==> src/rtl/print_arbiter.sv <==
// print_arbiter: round-robin arbiter sharing one card renderer among NREQ requesters.
// Clear-screen (init) requests take priority; accepted commands are queued in an
// in-order FIFO and issued with a write/waitrequest handshake.
module print_arbiter #(
   parameter int unsigned NREQ  = 3,
   parameter int unsigned DEPTH = 4
) (
   input  logic                     clk,
   input  logic                     rst_n,
   input  logic [NREQ-1:0]          req_valid,
   input  logic [NREQ-1:0]          req_init,
   input  logic [6*NREQ-1:0]        req_card,
   input  logic [15*NREQ-1:0]       req_orig,
   output logic [NREQ-1:0]          req_ready,
   output logic                     rnd_write,
   output logic                     rnd_init,
   output logic [5:0]               rnd_card,
   output logic [14:0]              rnd_orig,
   input  logic                     rnd_waitrequest,
   output logic [$clog2(DEPTH):0]   fifo_count,
   output logic                     busy
);

   localparam int unsigned PW = $clog2(NREQ);
   localparam int unsigned AW = $clog2(DEPTH);
   localparam int unsigned CW = AW + 1;

   typedef struct packed {
      logic        init;
      logic [5:0]  card;
      logic [14:0] orig;
   } cmd_t;

   cmd_t          mem_q [DEPTH];
   cmd_t          mem_d [DEPTH];
   cmd_t          head_q, head_d;
   cmd_t          push_cmd;
   logic [AW-1:0] wr_ptr_q, wr_ptr_d;
   logic [AW-1:0] rd_ptr_q, rd_ptr_d;
   logic [CW-1:0] count_q, count_d;
   logic [PW-1:0] rr_ptr_q, rr_ptr_d;

   logic          full;
   logic          gnt_valid;
   logic          gnt_init;
   logic [PW-1:0] gnt_idx;
   logic          push;
   logic          pop;

   assign full = (count_q == CW'(DEPTH));

   // Grant: lowest-index init request wins, else round-robin from rr_ptr; nothing while full.
   always_comb begin
      int unsigned idx;
      gnt_valid = 1'b0;
      gnt_init  = 1'b0;
      gnt_idx   = '0;
      idx       = 0;
      if (rst_n && !full) begin
         for (int i = 0; i < int'(NREQ); i++) begin
            if (!gnt_valid && req_valid[i] && req_init[i]) begin
               gnt_valid = 1'b1;
               gnt_init  = 1'b1;
               gnt_idx   = PW'(i);
            end
         end
         for (int k = 0; k < int'(NREQ); k++) begin
            idx = (32'(rr_ptr_q) + 32'(k)) % NREQ;
            if (!gnt_valid && req_valid[idx]) begin
               gnt_valid = 1'b1;
               gnt_idx   = PW'(idx);
            end
         end
      end
      req_ready          = '0;
      req_ready[gnt_idx] = gnt_valid;
      push_cmd.init      = gnt_init;
      push_cmd.card      = req_card[6*int'(gnt_idx) +: 6];
      push_cmd.orig      = req_orig[15*int'(gnt_idx) +: 15];
   end

   // Next-state for round-robin pointer, FIFO pointers/storage and head register.
   always_comb begin
      push     = gnt_valid;
      pop      = (count_q != '0) && !rnd_waitrequest;
      rr_ptr_d = rr_ptr_q;
      if (gnt_valid && !gnt_init) begin
         rr_ptr_d = (gnt_idx == PW'(NREQ - 1)) ? '0 : gnt_idx + 1'b1;
      end
      mem_d = mem_q;
      if (push) begin
         mem_d[wr_ptr_q] = push_cmd;
      end
      wr_ptr_d = wr_ptr_q + AW'(push);
      rd_ptr_d = rd_ptr_q + AW'(pop);
      count_d  = count_q + CW'(push) - CW'(pop);
      // Head holds its last value when the FIFO drains; bypass a push into an empty queue.
      head_d = head_q;
      if (count_d != '0) begin
         if (push && (count_q == CW'(pop))) begin
            head_d = push_cmd;
         end else begin
            head_d = mem_q[rd_ptr_d];
         end
      end
   end

   // Control state with synchronous active-low reset.
   always_ff @(posedge clk) begin
      if (!rst_n) begin
         wr_ptr_q <= '0;
         rd_ptr_q <= '0;
         count_q  <= '0;
         rr_ptr_q <= '0;
         head_q   <= '0;
      end else begin
         wr_ptr_q <= wr_ptr_d;
         rd_ptr_q <= rd_ptr_d;
         count_q  <= count_d;
         rr_ptr_q <= rr_ptr_d;
         head_q   <= head_d;
      end
   end

   // Storage needs no reset: pointers make stale entries unreachable.
   always_ff @(posedge clk) begin
      mem_q <= mem_d;
   end

   assign rnd_write  = (count_q != '0);
   assign rnd_init   = head_q.init;
   assign rnd_card   = head_q.card;
   assign rnd_orig   = head_q.orig;
   assign fifo_count = count_q;
   assign busy       = (count_q != '0);

endmodule

==> config.mk <==
export PLATFORM = sky130hd
export DESIGN_NAME = print_arbiter
export DESIGN_NICKNAME = d
export VERILOG_FILES = /design/src/rtl/print_arbiter.sv
export SDC_FILE = /design/constraint.sdc
export NUM_CORES = 1
export LEC_CHECK = 0
export BUFFER_PORTS_ARGS = -buffer_cell sky130_fd_sc_hd__buf_2
export CORE_ASPECT_RATIO = 0.75
export CORE_MARGIN = 1.5
export CORE_UTILIZATION = 55
export CTS_CLUSTER_SIZE = 25
export DETAILED_ROUTE_END_ITERATION = 10
export PLACE_DENSITY_LB_ADDON = 0.2
export SLEW_MARGIN = 20
export SYNTH_ARGS = -nofsm -noshare
export SYNTH_HDL_FRONTEND = slang
export SYNTH_SLANG_ARGS = --single-unit
==> constraint.sdc <==
create_clock -name clk -period 9.7 [get_ports clk]
set_input_delay 1.455 -clock clk [delete_from_list [all_inputs] [get_ports clk]]
set_output_delay 1.455 -clock clk [all_outputs]
set_load 0.03 [all_outputs]
==> results of run 1 <==
[area by class of cell]
type / instances / share of cell area (%)
Tap cell: 140 / 2.41
Timing Repair Buffer: 113 / 8.19
Multi-Input combinational cell: 256 / 33.7
Inverter: 51 / 2.63
Clock inverter: 14 / 2.17
Sequential cell: 119 / 44.8
Clock buffer: 18 / 6.04
[logic make-up (layout without fill, tap and decap cells)]
group / count (synthesis) / after routing / synth area share [%]
simple gates: 68 / 68 / 6.66
fa+ha+maj: 7 / 7 / 1.56
compound gates: 153 / 153 / 22.0
flops: 119 / 119 / 53.6
xor+xnor: 3 / 3 / 0.658
buf+inv: 103 / 196 / 6.87
mux: 25 / 25 / 8.63
[Yosys cell counts, drive strengths merged (4+ instances only)]
cell / n / area, um2
and3: 4 / 30.0
a21oi: 5 / 25.0
mux4: 22 / 495
a311o: 21 / 210
nand2: 6 / 22.5
nor2: 9 / 33.8
dfxtp: 31 / 621
a31o: 21 / 184
nor2b: 4 / 25.0
o2111ai: 21 / 184
clkbuf: 35 / 135
edfxtp: 88 / 2640
ha: 6 / 75.1
inv: 51 / 191
buf: 17 / 91.3
a22o: 21 / 184
nand4: 21 / 131
o221ai: 22 / 199
a311oi: 21 / 184
and2: 8 / 50.1
[power breakdown]
group	switching, mW	internal [mW]
logic	0.469	0.327
clock network	0.219	0.406
registers	0.0452	0.665
total	0.734	1.40
[registers in the layout, summed over array words and instances (netlist names)]
name / count
rd_ptr_q: 2
rr_ptr_q: 2
rnd_orig: 15
mem_q: 88
rnd_card: 6
fifo_count: 3
wr_ptr_q: 2
rnd_init: 1
[critical path: stages]
cell and delay (ns):
buf_2 0.24, a222oi_1 0.60, nand2_1 0.25, a211oi_1 0.60, nand2b_1 0.33, ha_1 0.17
inv_1 0.04, ha_1 0.18, fa_1 0.38, xnor3_1 0.23, or3_1 0.15, and2_1 0.74
o31a_1 0.92, a22o_1 0.26, a31o_1 0.11
[per-layer routing]
| layer | part of all wire, % | GRT usage, % | routed length [um] |
|---|---|---|---|
| met1 | 43 | 37.8 | 6900 |
| met2 | 48 | 46.5 | 7740 |
| met4 | 2.6 | 11.8 | 420 |
| met5 | 0 | 0 | 0 |
| met3 | 7.2 | 5.98 | 1170 |
[metrics by stage]
step                      hold slack (ns)  cells
final                               0.569    711
after floorplan                     0.487    478
after global routing                0.596    711
after detailed placement            0.550    679
after CTS                           0.563    711
after global placement              0.514    679
[worst paths after layout]
path | start | to | slack, ns | cells past startpoint
worst max register to register | rr_ptr_q[0]$_SDFFE_PN0P_ | rnd_card[5]$_SDFFE_PN0P_ | 3.91 | 16
worst min-delay path | rr_ptr_q[1]$_SDFFE_PN0P_ | rr_ptr_q[1]$_SDFFE_PN0P_ | 0.57 | 2
worst max-delay path | req_init[2] | rnd_card[5]$_SDFFE_PN0P_ | 3.36 | 15
worst min register to register | rr_ptr_q[1]$_SDFFE_PN0P_ | rr_ptr_q[1]$_SDFFE_PN0P_ | 0.57 | 2
==> flow_summary_export.csv, run 1 <==
group,metric,value,unit
run_status,status,"complete, no violations",
clock_tree,cts_buffers,17,
clock_tree,clk_path_buf_depth,2,
final_layout,drive_gt1_share,31.3,%
sta,setup_tns,0,ns
clock_tree,htree_levels,4,
sta,drv_slew,0,
sta,tightest_slew,1.04,ns
drt,drcViolationCount,0,
synth,synth-edff-count,88,
final_layout,final_area,7280,um2
sta,hold_violations,0,
clock_tree,cts_tree,"done",
placement,hpwl,10300,um
drt,num_vias,4836,
placement,port_buffers,101,
sta,period_needed,6.34,ns
clock_tree,cts_resized,0,
hold_path,min-delay-path-class,"flop to flop",
sta,setup_ws,3.36,ns
die,initial_core_util,56.1,%
global_routing,track_usage,28.6,%
synth,netlist_instances,478,
sta,fmaxAchievable,158,MHz
drt,first_pass_iters,6,
synth,synth_ff_type,"edfxtp_1",
pwr,powerDensity,293,nW/um2
setup_path,critical_path_required,10.06,ns
pwr,vdd_drop_max,0.200,mV
sta,finalSetupViolations,0,
pwr,leakage,2.74,nW
die,pin_count,102,
final_layout,ff_latch_area,3260,um2
pwr,power,2.13,mW
global_routing,antenna_found_initial,0,
die,row_count,33,
clock_tree,numClockSinks,119,
final_layout,n_antenna_cell,0,
placement,dpl_cell_area,6670,um2
synth,synth_cell_types,55,
clock_tree,cts_setup_buffers,0,
setup_path,critPathMaxFanout,23,
clock_tree,clkTransAtPathRegs,0.06,ns
setup_path,worstSetupEndpointType,"flop",
synth,syn_avg_cell_area,12.7,um2
drt,final_antenna_net_count,0,
die,die_h,94.1,um
drt,drt_iter0_markers,516,
final_layout,area_delta_synth_final,19.5,%
die,die_x,124,um
placement,gp_congestion,0.818,
final_layout,final_common_cell,"buf_2",
die,core_area,10900,um2
flow_run,maxCapViolCount,0,
synth,synth_area,6090,um2
sta,relSlewSlack,30.8,%
synth,async_flop_share,0,%
final_layout,most-common-layout-cells,"buf_2, edfxtp_1, inv_1, dfxtp_1, mux4_2",
global_routing,grt_pass1_vias,4611,
synth,synth.net_count,557,
drt,via_per_inst,6.80,
setup_path,worstSetupPathType,"primary input to flop",
placement,place_ws,3.00,ns
synth,yosys_warnings,0,
final_layout,final_util,67.0,%
setup_path,start_kind,"primary input",
clock_tree,insertion_delay,0.42,ns
die,die-area,11700,um2
sta,rsz0062_at_grt,"no",
setup_path,arrival,6.69,ns
final_layout,final_nets,637,
drt,post_drt_wl_per_cell,22.8,um
global_routing,grt-ovfl-total,0,
drt,wirelength,16200,um
synth,ys_ff_latch,119,
final_layout,multi_input_area,2450,um2
clock_tree,cts_root_buffer,"clkbuf_16",
global_routing,grt_max_degree,46,
global_routing,grt_pass1_wl,25200,um
synth,yosysSeqAreaShare,53.6,%
sta,finalCritPeriodShare,65.3,%
clock_tree,ctsHoldBuffers,0,
final_layout,fillers,796,
sta,skew,0.0114,ns
(Power assumes the default switching activity.)
==> inputs of run 2 (changes only) <==
- CORE_UTILIZATION: 55 -> 51
- clock period: 9.7 -> 5.7 ns (I/O delays scaled with it)
==> flow_summary_export.csv, run 2 (synthesis gave the netlist of run 1 again) <==
group,metric,value,unit
sta,setup_tns,0,ns
global_routing,met1_usage,37.6,%
setup_path,critical_path_required,6.00,ns
hold_path,min-delay-path-class,"flop to flop",
setup_path,worst_path_largest_cell_delay,0.61,ns
setup_path,arrival,5.44,ns
hold_path,hold_path_depth,2,
final_layout,area_delta_synth_final,20.2,%
die,core_area,11600,um2
global_routing,track_usage,26.9,%
final_layout,regMostFlops,"mem_q",
clock_tree,clk_path_buf_depth,2,
die,die-area,12600,um2
global_routing,top_usage_layer,"met2",
drt,final_antenna_net_count,0,
global_routing,grt_pass1_wl,25800,um
final_layout,n_antenna_cell,0,
placement,gp_congestion,0.876,
placement,port_buffers,101,
global_routing,grt_use_met3,4.41,%
sta,period_needed,5.15,ns
global_routing,use_met2,43.8,%
drt,via_per_inst,6.52,
clock_tree,ctsHoldBuffers,0,
setup_path,start_kind,"primary input",
die,die_h,97.6,um
final_layout,largest_reg_flops,88,
final_layout,drive_gt1_share,31.4,%
flow_run,maxCapViolCount,0,
sta,skew,0.00559,ns
setup_path,r2r_start,"rr_ptr_q[0]$_SDFFE_PN0P_",
clock_tree,cts_root_buffer,"clkbuf_16",
drt,first_pass_iters,5,
clock_tree,insertion_delay,0.40,ns
setup_path,worstSetupPathType,"primary input to flop",
global_routing,grt_pass1_vias,4761,
drt,drt_iter0_markers,538,
setup_path,path_common_cell,"ha_1",
pwr,leakage,2.75,nW
sta,hold_violations,0,
global_routing,antenna_found_initial,0,
sta,fmaxAchievable,194,MHz
sta,rsz0062_at_grt,"no",
drt,wirelength,16300,um
setup_path,worstPathCellList,"buf_2, a222oi_1, nand2_1, a211oi_1, nand2b_1, ha_1, inv_1, ha_1, fa_1, or3_1, and2_1, o31a_1, a22o_1, a31o_2",
placement,hpwl,10200,um
clock_tree,clkTransAtPathRegs,0.05,ns
setup_path,critPathMaxFanout,23,
die,row_count,34,
drt,drcViolationCount,0,
sta,tightest_slew,1.08,ns
die,initial_core_util,52.4,%
drt,post_drt_wl_per_cell,22.1,um
hold_path,min-delay-start,"rr_ptr_q[1]$_SDFFE_PN0P_",
clock_tree,cts_resized,0,
hold_path,hold_end,"rr_ptr_q[1]$_SDFFE_PN0P_",
setup_path,worstSetupEndpointType,"flop",
clock_tree,cts_tree,"done",
global_routing,grt-ovfl-total,0,
final_layout,final_nets,640,
sta,drv_slew,0,
clock_tree,cts_setup_buffers,0,
sta,finalCritPeriodShare,90.3,%
setup_path,critPathBufInv,2,
run_status,status,"complete, no violations",
pwr,vdd_drop_max,0.310,mV
pwr,powerDensity,497,nW/um2
sta,finalSetupViolations,0,
setup_path,path_delay_family,"compound AO/OA/AOI/OAI gates",
clock_tree,cts_buffers,17,
placement,dpl_cell_area,6730,um2
drt,num_vias,4802,
final_layout,most-common-layout-cells,"buf_2, edfxtp_1, inv_1, dfxtp_1, mux4_2",
setup_path,reg2regPathDepth,15,
final_layout,final_area,7320,um2
sta,relSlewSlack,27.9,%
clock_tree,htree_levels,4,
setup_path,r2r_setup_slack,0.62,ns
clock_tree,numClockSinks,119,
die,die_x,129,um
global_routing,grt_max_degree,46,
final_layout,final_common_cell,"buf_2",
setup_path,r2r_end,"rnd_card[4]$_SDFFE_PN0P_",
die,pin_count,102,
setup_path,crit_slowest_cell,"a222oi_1",
==> run 2: cell types whose count changed in the layout (fill, tap and decap cells not counted), sizes merged <==
cell      previous run  this run
clkinvlp             4         3
clkbuf              18        19
clkinv               7         5
inv                 51        53
buf                113       116
==> run 2: how the worst max path moves through the flow <==
| stage | cells after the start | endpoint | start | slack [ns] |
|---|---|---|---|---|
| after global placement | 14 | rnd_card[3]$_SDFFE_PN0P_ | req_init[2] | 0.44 |
| final | 14 | rnd_card[4]$_SDFFE_PN0P_ | req_init[2] | 0.55 |
| after CTS | 14 | rnd_card[4]$_SDFFE_PN0P_ | req_init[2] | 0.62 |
| after global routing | 15 | rnd_orig[2]$_SDFFE_PN0P_ | rr_ptr_q[0]$_SDFFE_PN0P_ | 0.27 |
| after floorplan | 15 | rnd_card[4]$_SDFFE_PN0P_ | req_valid[2] | 1.31 |
| after detailed placement | 14 | rnd_card[4]$_SDFFE_PN0P_ | req_init[2] | 0.25 |
==> run 2: area by class of cell <==
| type | count | area (um2) |
|---|---|---|
| multi-input combinational | 256 | 2450 |
| clock inverter | 13 | 154 |
| tap | 162 | 203 |
| sequential | 119 | 3260 |
| inverter | 51 | 191 |
| timing repair buffer | 116 | 618 |
| clock buffer | 19 | 433 |
| fill | 889 | 4300 |
==> run 2: worst min-delay path, stage by stage, from the launching register on <==
cell,delay [ns]
dfxtp_1,0.35
mux2i_1,0.07
nor2_1,0.07
==> run 2: through the flow <==
step	instances	utilization (%)	hold slack [ns]	total power [mW]	setup slack (ns)
floorplan	478	-	0.487	2.21	1.31
global placement	704	57.9	0.518	2.55	0.439
detailed placement	704	57.9	0.521	2.59	0.254
CTS	736	63.0	0.536	3.65	0.616
global route	736	63.0	0.558	3.80	0.267
finish	736	63.0	0.531	3.63	0.553
==> run 2: per-layer routing <==
layer | vias up | share of wire [%] | wire length (um)
met5 | - | 0 | 0
met4 | 0 | 1.0 | 167
met3 | 18 | 7.3 | 1190
met2 | 219 | 49 | 7970
met1 | 2435 | 43 | 6940
li1 | 2130 | - | -
==> run 2: report_power, final <==
| part | leakage [nW] | switching [mW] | internal (mW) |
|---|---|---|---|
| combinational | 1.41 | 0.810 | 0.570 |
| clock | 0.281 | 0.365 | 0.684 |
| sequential | 1.06 | 0.0735 | 1.13 |
| total | 2.75 | 1.25 | 2.38 |
==> inputs of run 3 (changes only) <==
- CORE_ASPECT_RATIO: 0.75 -> 1.25
- PLACE_DENSITY: not set -> 0.76
- PLACE_DENSITY_LB_ADDON: 0.2 -> not set
==> flow_summary_export.csv, run 3 (synthesis gave the netlist of run 1 again) <==
group,metric,value,unit
run_status,status,"complete, no violations",
placement,place_ws,0.463,ns
final_layout,drive_gt1_share,31.3,%
sta,rsz0062_at_grt,"no",
placement,hpwl,10300,um
setup_path,crit_slowest_cell,"o31a_1",
setup_path,r2r_setup_slack,0.52,ns
setup_path,worstPathCellList,"inv_1, ha_1, buf_4, a21bo_2, o211ai_1, a211oi_1, nand2b_1, ha_1, inv_1, ha_1, fa_1, xnor3_1, or3_1, and2_1, o31a_1, a22o_1, a31o_1",
sta,relSlewSlack,29.2,%
hold_path,hold_end,"rr_ptr_q[1]$_SDFFE_PN0P_",
clock_tree,cts_root_buffer,"clkbuf_16",
drt,wirelength,16300,um
sta,tightest_slew,1.06,ns
setup_path,worst_path_largest_cell_delay,0.84,ns
sta,setup_ws,0.518,ns
final_layout,n_antenna_cell,0,
drt,final_antenna_net_count,0,
setup_path,worstSetupPathType,"flop to flop",
global_routing,antenna_found_initial,0,
die,row_count,44,
sta,setup_tns,0,ns
placement,port_buffers,101,
setup_path,critPathMaxFanout,26,
clock_tree,cts_resized,0,
final_layout,fillers,867,
sta,skew,0.00692,ns
setup_path,reg2regPathDepth,17,
sta,fmaxAchievable,193,MHz
clock_tree,insertion_delay,0.41,ns
clock_tree,clkTransAtPathRegs,0.05,ns
sta,hold_violations,0,
setup_path,start_kind,"flop",
setup_path,path_delay_family,"compound AO/OA/AOI/OAI gates",
final_layout,final_common_cell,"buf_2",
clock_tree,cts_buffers,17,
setup_path,path_common_cell,"ha_1",
clock_tree,clk_path_buf_depth,2,
pwr,switching_share,33.6,%
die,die_h,125,um
drt,drcViolationCount,0,
sta,finalSetupViolations,0,
global_routing,grt_max_degree,47,
placement,dp_cells,704,
hold_path,hold_path_depth,2,
die,pin_count,102,
drt,drt_iter0_markers,602,
pwr,leakage,2.78,nW
pwr,netSwitchingPower,1.24,mW
clock_tree,cts_tree,"done",
setup_path,critical_path_required,6.05,ns
drt,first_pass_iters,7,
die,die_x,101,um
pwr,pwr-share-comb,37.3,%
setup_path,critPathBufInv,3,
final_layout,final_util,63.3,%
final_layout,regMostFlops,"mem_q",
setup_path,r2r_start,"rr_ptr_q[0]$_SDFFE_PN0P_",
die,die-area,12600,um2
clock_tree,numClockSinks,119,
placement,dpl_cell_area,6720,um2
sta,period_needed,5.18,ns
pwr,p_int,2.45,mW
clock_tree,cts_setup_buffers,0,
clock_tree,htree_levels,4,
drt,num_vias,4856,
setup_path,r2r_end,"rnd_card[2]$_SDFFE_PN0P_",
final_layout,area_delta_synth_final,20.7,%
final_layout,final_area,7350,um2
pwr,clkPwrFrac,30.0,%
setup_path,arrival,5.53,ns
final_layout,largest_reg_flops,88,
clock_tree,ctsHoldBuffers,0,
die,core_area,11600,um2
hold_path,min-delay-start,"rr_ptr_q[1]$_SDFFE_PN0P_",
final_layout,most-common-layout-cells,"buf_2, edfxtp_1, inv_1, dfxtp_1, mux4_2",
placement,gp_congestion,0.840,
drt,post_drt_wl_per_cell,22.1,um
pwr,powerDensity,502,nW/um2
global_routing,grt-ovfl-total,0,
hold_path,min-delay-path-class,"flop to flop",
pwr,p_seq_share,32.7,%
final_layout,finalNonFillerCells,737,
drt,via_per_inst,6.59,
global_routing,track_usage,26.7,%
sta,finalCritPeriodShare,90.9,%
final_layout,final_nets,642,
global_routing,grt_pass1_vias,4732,
sta,drv_slew,0,
setup_path,worstSetupEndpointType,"flop",
pwr,vdd_drop_max,0.222,mV
flow_run,maxCapViolCount,0,
global_routing,grt_pass1_wl,25400,um
die,initial_core_util,52.4,%
[run 3: metal layers]
layer  global-route usage (%)  share of wire [%]  up-vias
met1                     33.6                 38     2402
met4                     9.86                2.3        0
met2                     45.0                 52      280
met5                        0                  0        -
li1                         -                  -     2136
met3                     5.87                7.7       38
[run 3: worst register-to-register path, delay by kind of cell (launching register included)]
kind,cells,cell delay [ns]
adders and majority gates,4,1.20
buffers and inverters,3,0.44
xor gates and xnor gates,1,0.23
DFF,1,0.35
AOI/OAI and AO/OA,6,2.23
and+or+nand+nor,3,0.67
[run 3: area by class of cell]
class / count / area (um2) / share of cell area [%]
Timing Repair Buffer: 118 / 637 / 8.67
Clock buffer: 23 / 468 / 6.37
Multi-Input combinational cell: 256 / 2440 / 33.2
Clock inverter: 9 / 148 / 2.01
Sequential cell: 119 / 3260 / 44.4
Inverter: 51 / 191 / 2.61
Tap cell: 161 / 201 / 2.74
[run 3: stage by stage]
step           power [mW]  hold WS, ns
2_1_floorplan        2.21        0.487
3_3_place_gp         2.51        0.514
3_5_place_dp         2.57        0.524
4_1_cts              3.69        0.544
5_1_grt              3.83        0.594
6_report             3.69        0.541
[run 3: how the worst max path moves through the flow]
stage	cells after the start	endpoint	startpoint	slack (ns)
final	17	rnd_card[2]$_SDFFE_PN0P_	rr_ptr_q[0]$_SDFFE_PN0P_	0.52
after global routing	17	rnd_card[2]$_SDFFE_PN0P_	rr_ptr_q[0]$_SDFFE_PN0P_	0.22
after CTS	16	rnd_card[3]$_SDFFE_PN0P_	rr_ptr_q[0]$_SDFFE_PN0P_	0.55
after detailed placement	15	rnd_card[4]$_SDFFE_PN0P_	req_valid[1]	0.46
after global placement	15	rnd_card[4]$_SDFFE_PN0P_	req_valid[1]	0.68
after floorplan	15	rnd_card[4]$_SDFFE_PN0P_	req_valid[2]	1.31
[run 3: power by group through the flow]
stage	clock network [mW]	registers [mW]	logic (mW)
global placement	0	1.21	1.30
finish	1.11	1.21	1.37
global route	1.15	1.22	1.46
floorplan	0	1.32	0.890
detailed placement	0	1.22	1.35
CTS	1.11	1.21	1.37
